[config.mk]
export PLATFORM = sky130hd
export DESIGN_NAME = ghash_block_packer
export DESIGN_NICKNAME = d
export VERILOG_FILES = /design/src/rtl/ghash_block_packer.sv
export SDC_FILE = /design/constraint.sdc
export NUM_CORES = 1
export LEC_CHECK = 0
export ABC_AREA = 1
export BUFFER_PORTS_ARGS = -buffer_cell sky130_fd_sc_hd__buf_2
export CAP_MARGIN = 10
export CELL_PAD_IN_SITES_DETAIL_PLACEMENT = 0
export CELL_PAD_IN_SITES_GLOBAL_PLACEMENT = 1
export CORE_ASPECT_RATIO = 0.8
export CORE_UTILIZATION = 35
export CTS_CLUSTER_DIAMETER = 100
export CTS_CLUSTER_SIZE = 14
export DETAILED_ROUTE_END_ITERATION = 12
export PLACE_DENSITY_LB_ADDON = 0.1
export RECOVER_POWER = 50
export SETUP_SLACK_MARGIN = 0.05
export SYNTH_ARGS = -nofsm -noshare
export SYNTH_HDL_FRONTEND = slang
export SYNTH_SLANG_ARGS = --single-unit
[constraint.sdc]
create_clock -name i_clock -period 19.47 [get_ports i_clock]
set_clock_uncertainty 0.2 [all_clocks]
set_input_delay 1.947 -clock i_clock [delete_from_list [all_inputs] [get_ports i_clock]]
set_output_delay 1.947 -clock i_clock [all_outputs]
set_load 0.01 [all_outputs]
[src/rtl/ghash_block_packer.sv]
// Packs a per-message stream of AAD/ciphertext blocks into N_BLOCKS-wide GHASH words
// and appends the {len(A), len(C)} length block, with sop/eop/skip framing.
module ghash_block_packer #(
    parameter int unsigned NB_BLOCK  = 128,
    parameter int unsigned N_BLOCKS  = 2,
    parameter int unsigned NB_DATA   = NB_BLOCK * N_BLOCKS,
    parameter int unsigned NB_NBYTES = 5
) (
    input  logic                 i_clock,
    input  logic                 i_reset,
    input  logic [NB_BLOCK-1:0]  i_block,
    input  logic [NB_NBYTES-1:0] i_nbytes,
    input  logic                 i_is_aad,
    input  logic                 i_last,
    input  logic                 i_valid,
    output logic                 o_ready,
    output logic [NB_DATA-1:0]   o_data_x_bus,
    output logic                 o_valid,
    output logic                 o_sop,
    output logic                 o_eop,
    output logic [N_BLOCKS-1:0]  o_skip_bus
);

    localparam int unsigned SlotW  = (N_BLOCKS > 1) ? $clog2(N_BLOCKS) : 1;
    localparam int unsigned NBytes = NB_BLOCK / 8;
    localparam logic [SlotW-1:0] LastSlot = SlotW'(N_BLOCKS - 1);

    typedef enum logic [1:0] {StIdle, StPack, StLen} state_t;

    state_t state_q, state_d;
    logic [N_BLOCKS-1:0][NB_BLOCK-1:0] buf_q, buf_d, word;
    logic [SlotW-1:0]    slot_q, slot_d;
    logic [63:0]         len_a_q, len_a_d, len_c_q, len_c_d;
    logic                sop_pend_q, sop_pend_d;
    logic                ready_q;
    logic [NB_DATA-1:0]  data_q, data_d;
    logic                valid_q, valid_d, sop_q, sop_d, eop_q, eop_d;
    logic [N_BLOCKS-1:0] skip_q, skip_d;
    logic                accept;
    logic [NB_BLOCK-1:0] masked;
    logic [63:0]         add_bits;

    assign accept   = i_valid && ready_q;
    assign add_bits = 64'(i_nbytes) << 3;

    // Byte 0 sits at the MSBs, so trailing invalid bytes are the low-order ones.
    always_comb begin
        masked = '0;
        for (int i = 0; i < NBytes; i++) begin
            if (i < int'(i_nbytes)) begin
                masked[NB_BLOCK-1-8*i -: 8] = i_block[NB_BLOCK-1-8*i -: 8];
            end
        end
    end

    always_comb begin
        state_d    = state_q;
        buf_d      = buf_q;
        slot_d     = slot_q;
        len_a_d    = len_a_q;
        len_c_d    = len_c_q;
        sop_pend_d = sop_pend_q;
        data_d     = data_q;
        valid_d    = 1'b0;
        sop_d      = 1'b0;
        eop_d      = 1'b0;
        skip_d     = '0;
        word       = buf_q;
        unique case (state_q)
            StIdle, StPack: begin
                if (accept) begin
                    if (state_q == StIdle) begin
                        sop_pend_d = 1'b1;
                    end
                    if (i_nbytes != '0) begin
                        buf_d[slot_q] = masked;
                        if (i_is_aad) begin
                            len_a_d = len_a_q + add_bits;
                        end else begin
                            len_c_d = len_c_q + add_bits;
                        end
                        if (slot_q == LastSlot) begin
                            data_d     = buf_d;
                            valid_d    = 1'b1;
                            sop_d      = sop_pend_d;
                            sop_pend_d = 1'b0;
                            buf_d      = '0;
                            slot_d     = '0;
                        end else begin
                            slot_d = slot_q + 1'b1;
                        end
                    end
                    state_d = i_last ? StLen : StPack;
                end
            end
            StLen: begin
                // Slots above slot_q are already zero because the buffer fills in order.
                word[slot_q] = {len_a_q, len_c_q};
                data_d       = word;
                for (int k = 0; k < N_BLOCKS; k++) begin
                    skip_d[k] = (k > int'(slot_q));
                end
                valid_d    = 1'b1;
                eop_d      = 1'b1;
                sop_d      = sop_pend_q;
                sop_pend_d = 1'b0;
                buf_d      = '0;
                slot_d     = '0;
                len_a_d    = '0;
                len_c_d    = '0;
                state_d    = StIdle;
            end
            default: state_d = StIdle;
        endcase
    end

    always_ff @(posedge i_clock or posedge i_reset) begin
        if (i_reset) begin
            state_q    <= StIdle;
            buf_q      <= '0;
            slot_q     <= '0;
            len_a_q    <= '0;
            len_c_q    <= '0;
            sop_pend_q <= 1'b0;
            ready_q    <= 1'b0;
            data_q     <= '0;
            valid_q    <= 1'b0;
            sop_q      <= 1'b0;
            eop_q      <= 1'b0;
            skip_q     <= '0;
        end else begin
            state_q    <= state_d;
            buf_q      <= buf_d;
            slot_q     <= slot_d;
            len_a_q    <= len_a_d;
            len_c_q    <= len_c_d;
            sop_pend_q <= sop_pend_d;
            ready_q    <= (state_d != StLen);
            data_q     <= data_d;
            valid_q    <= valid_d;
            sop_q      <= sop_d;
            eop_q      <= eop_d;
            skip_q     <= skip_d;
        end
    end

    assign o_ready      = ready_q;
    assign o_data_x_bus = data_q;
    assign o_valid      = valid_q;
    assign o_sop        = sop_q;
    assign o_eop        = eop_q;
    assign o_skip_bus   = skip_q;

endmodule

==> results by group <==
Run status
  • Status: complete, but fails checks
  • Failing checks: capacitance limit, slew limit

Cells and area
  • # diodes: 0
  • Area taken by flip-flops and latches: 0.0161 mm²
  • Layout cell share with drive strength beyond 1: 5.81%
  • Synthesis-to-layout area growth: 11.9%
  • Filler cell count in the final layout: 9539
  • Finished Layout Cells: 5525
  • Fin nets: 4484
  • Area of the multi-input gates: 0.0128 mm²
  • Core Util, Final: 39.8%

Clocking
  • CTS Buffer Depth: 3
  • Post-CTS resize count: 0
  • TritonCTS buffer count: 51
  • CTS Sinks: 643
  • Clock Latency Late Sink: 0.67 ns
  • Clock transition at path regs: 0.07 ns
  • Root Buffer: clkbuf_16
  • Cts-stage hold buffer count: 0
  • CTS tree: yes
  • Buffer count from post-CTS setup fixing: 0
  • # H-tree levels: 2

Timing
  • Final min period: 11.43 ns
  • Final setup viols: 0
  • Setup TNS: 0 ns
  • Final Max Tran Viols: 418
  • Worst-margin pin slew: 6.50 ns
  • Slew margin rel.: -333%
  • Tcrit/Tclk final: 58.7%
  • Fmax: 0.0875 GHz
  • RSZ-0062 raised after global routing: no
  • Endpoints failing hold: 0

Die
  • Chip height: 270 µm
  • Area of the core: 0.0881 mm²
  • Die area: 0.0908 mm²
  • I/O Pins: 400
  • Initial core utilization: 35.6%
  • Num rows: 97
  • Die W: 337 µm

Yosys
  • Register area share after synthesis: 51.3%
  • Synth unique cells: 47
  • Cell Area, Synth: 0.0314 mm²
  • Avg Synthesized Cell Area: 7.71 µm²
  • Syn Nets: 4221
  • Yosys reg bits: 643
  • Yosys warning total: 0
  • Post-Synthesis Cells: 4071

Placed design
  • GP Congestion: 0.926
  • # port buffers: 398
  • Dpl hpwl: 86000 µm
  • # placed instances: 5469

Run
  • Max-cap violations: 6

Pwr
  • P per Cell Area: 112 mW/mm²
  • VDD IR-drop max: 0.0722 mV
  • Pleak: 15.8 nW

Global route
  • Grt total ovfl: 0
  • Largest net degree at the start of global routing: 169
  • First-pass GRT wire length: 183000 µm
  • Vias in the first global route: 26800
  • Initial antenna violation count: 13
  • GRT Total Usage: 26.9%

Route
  • DRT antenna net count: 0
  • DRT Pass-1 Iters: 5
  • Remaining DRCs: 0
  • Final WL: 123000 µm
  • Total number of vias: 28800
  • WL/cell: 22.3 µm
  • Via-to-Cell Ratio: 5.21
  • DRT iter0 DRCs: 2656

Critical path
  • Worst r2r dst: o_data_x_bus[218]$_DFFE_PP0P_
  • Critical path required time: 19.76 ns
  • R2r startpoint: state_q[0]$_DFF_PP0_
  • Worst reg2reg path depth: 8
  • WS Path Type: register to register
  • CP Capture Type: register
  • Setup crit start: state_q[0]$_DFF_PP0_
  • Worst Setup EP: o_data_x_bus[218]$_DFFE_PP0P_
  • Reg-to-reg slack, setup: 8.04 ns
  • CP startpoint kind: register
  • Worst EP arrival: 11.72 ns
  • Crit path max fanout: 125

Worst hold path
  • Hold Path Class: register to register
==> power by group <==
part	leakage (nW)	internal (mW)	switching, mW	total [mW]
Sequential	8.50	1.60	0.231	1.83
Clock	0.664	0.476	0.516	0.992
Combinational	6.68	0.330	0.780	1.11
==> critical path: stages (launching register included) <==
cell and delay [ns]:
dfrtp_1 0.35, inv_1 0.08, nand2_1 1.57, clkbuf_1 4.65, clkinv_2 2.15, nand2_1 1.59, nor2_1 0.27, a21oi_1 0.20
a31oi_1 0.11
==> layout make-up <==
cell class              count  area share [%]
repair buffers            429            5.42
inverters                 390            4.22
flip-flops and latches    643            45.9
multi-input cells        2819            36.4
well taps                1188            4.23
clock inverters             2           0.143
clock buffers              54            3.73
==> Yosys cell counts, drive strengths merged <==
| library cell | count | share of area, % |
|---|---|---|
| and2 | 3 | 0.060 |
| o21ai | 340 | 5.5 |
| nand3b | 3 | 0.072 |
| o211ai | 17 | 0.41 |
| nor2 | 657 | 8.0 |
| a41oi | 27 | 0.75 |
| a221oi | 2 | 0.056 |
| o31ai | 23 | 0.55 |
| nor3b | 4 | 0.096 |
| o221ai | 37 | 1.0 |
| nand4 | 53 | 1.1 |
| a32o | 1 | 0.032 |
| nand3 | 237 | 3.8 |
| clkbuf | 110 | 1.3 |
| a31oi | 64 | 1.3 |
| ha | 10 | 0.40 |
| dfrtp | 643 | 51 |
| inv | 388 | 4.7 |
| buf | 109 | 2.0 |
| nor3 | 56 | 0.89 |
| a22o | 2 | 0.056 |
| a21oi | 110 | 1.8 |
| or2 | 3 | 0.060 |
| a22oi | 20 | 0.48 |
| conb | 1 | 0.012 |
| xor2 | 3 | 0.084 |
| a2bb2oi | 1 | 0.028 |
| o22ai | 41 | 0.82 |
| clkinv | 2 | 0.024 |
| fa | 2 | 0.13 |
| a21boi | 1 | 0.024 |
| and3 | 3 | 0.060 |
| nand2 | 1098 | 13 |
==> through the flow <==
step	total power, mW	hold slack [ns]	area [µm²]	setup WS, ns
global placement	3.02	0.261	34100	13.73
finish	3.94	0.278	35100	8.04
detailed placement	3.02	0.262	34100	13.61
global route	4.16	0.295	35100	7.06
CTS	4.02	0.280	35500	14.30
floorplan	2.46	0.244	31400	8.54
==> worst min path at each step <==
| stage | from | to | cells after the start |
|---|---|---|---|
| 2_1_floorplan | buf_q[80]$_DFFE_PP0P_ | buf_q[80]$_DFFE_PP0P_ | 2 |
| 3_5_place_dp | buf_q[86]$_DFFE_PP0P_ | buf_q[86]$_DFFE_PP0P_ | 2 |
| 5_1_grt | buf_q[123]$_DFFE_PP0P_ | buf_q[123]$_DFFE_PP0P_ | 2 |
| 3_3_place_gp | buf_q[85]$_DFFE_PP0P_ | buf_q[85]$_DFFE_PP0P_ | 2 |
| 6_report | o_data_x_bus[154]$_DFFE_PP0P_ | o_data_x_bus[154]$_DFFE_PP0P_ | 2 |
| 4_1_cts | o_data_x_bus[68]$_DFFE_PP0P_ | o_data_x_bus[68]$_DFFE_PP0P_ | 2 |
==> flip-flops by register name (all words and copies together), names as in the netlist <==
name / cells
state_q: 2
o_ready: 1
len_a_q: 61
o_valid: 1
buf_q: 256
o_skip_bus: 1
o_data_x_bus: 256
sop_pend_q: 1
len_c_q: 61
o_sop: 1
slot_q: 1
o_eop: 1
==> cell usage in the layout, fill, tap and decap left out, types with 3 or more instances in the layout <==
cell / synthesis / routed
ha_1: 10 / 10
dfrtp_1: 643 / 642
and3_1: 3 / 3
nand2_2: 5 / 3
o21ai_0: 322 / 322
o22ai_1: 41 / 41
a22oi_1: 20 / 20
nand2_1: 1091 / 1092
a31oi_1: 63 / 63
o221ai_1: 37 / 37
clkbuf_16: 0 / 52
nand3b_1: 3 / 3
nor2_1: 647 / 648
o211ai_1: 17 / 17
nand3_1: 233 / 235
xor2_1: 3 / 3
inv_1: 380 / 378
buf_2: 67 / 136
a41oi_1: 27 / 27
nor2_4: 2 / 3
a21oi_1: 110 / 110
nor3_1: 56 / 56
o21ai_2: 3 / 3
nand4_1: 53 / 53
and2_1: 3 / 3
buf_4: 26 / 24
clkbuf_1: 109 / 269
nor2_2: 8 / 6
o31ai_1: 23 / 23
o21ai_1: 15 / 15
or2_2: 3 / 3
inv_2: 7 / 5
nor3b_1: 4 / 4
==> layer usage <==
layer  track usage (%)  vias to the layer above  wire length, µm
li1                  -                    13700                -
met1              44.0                    14000            63500
met2              35.1                      955            47200
met3              5.92                      138            10200
met4              5.81                       14             2530
met5                 0                        -               74
==> kinds of logic after synthesis <==
kind of cell | Yosys count | synth area share (%)
and+or+nand+nor | 2117 | 27.3
AOI/OAI and AO/OA | 686 | 12.7
DFF | 643 | 51.3
buffers and inverters | 609 | 8.00
adders and majority gates | 12 | 0.526
xor gates and xnor gates | 3 | 0.0838
other | 1 | 0.0120
Power figures use the tool's default switching activity.
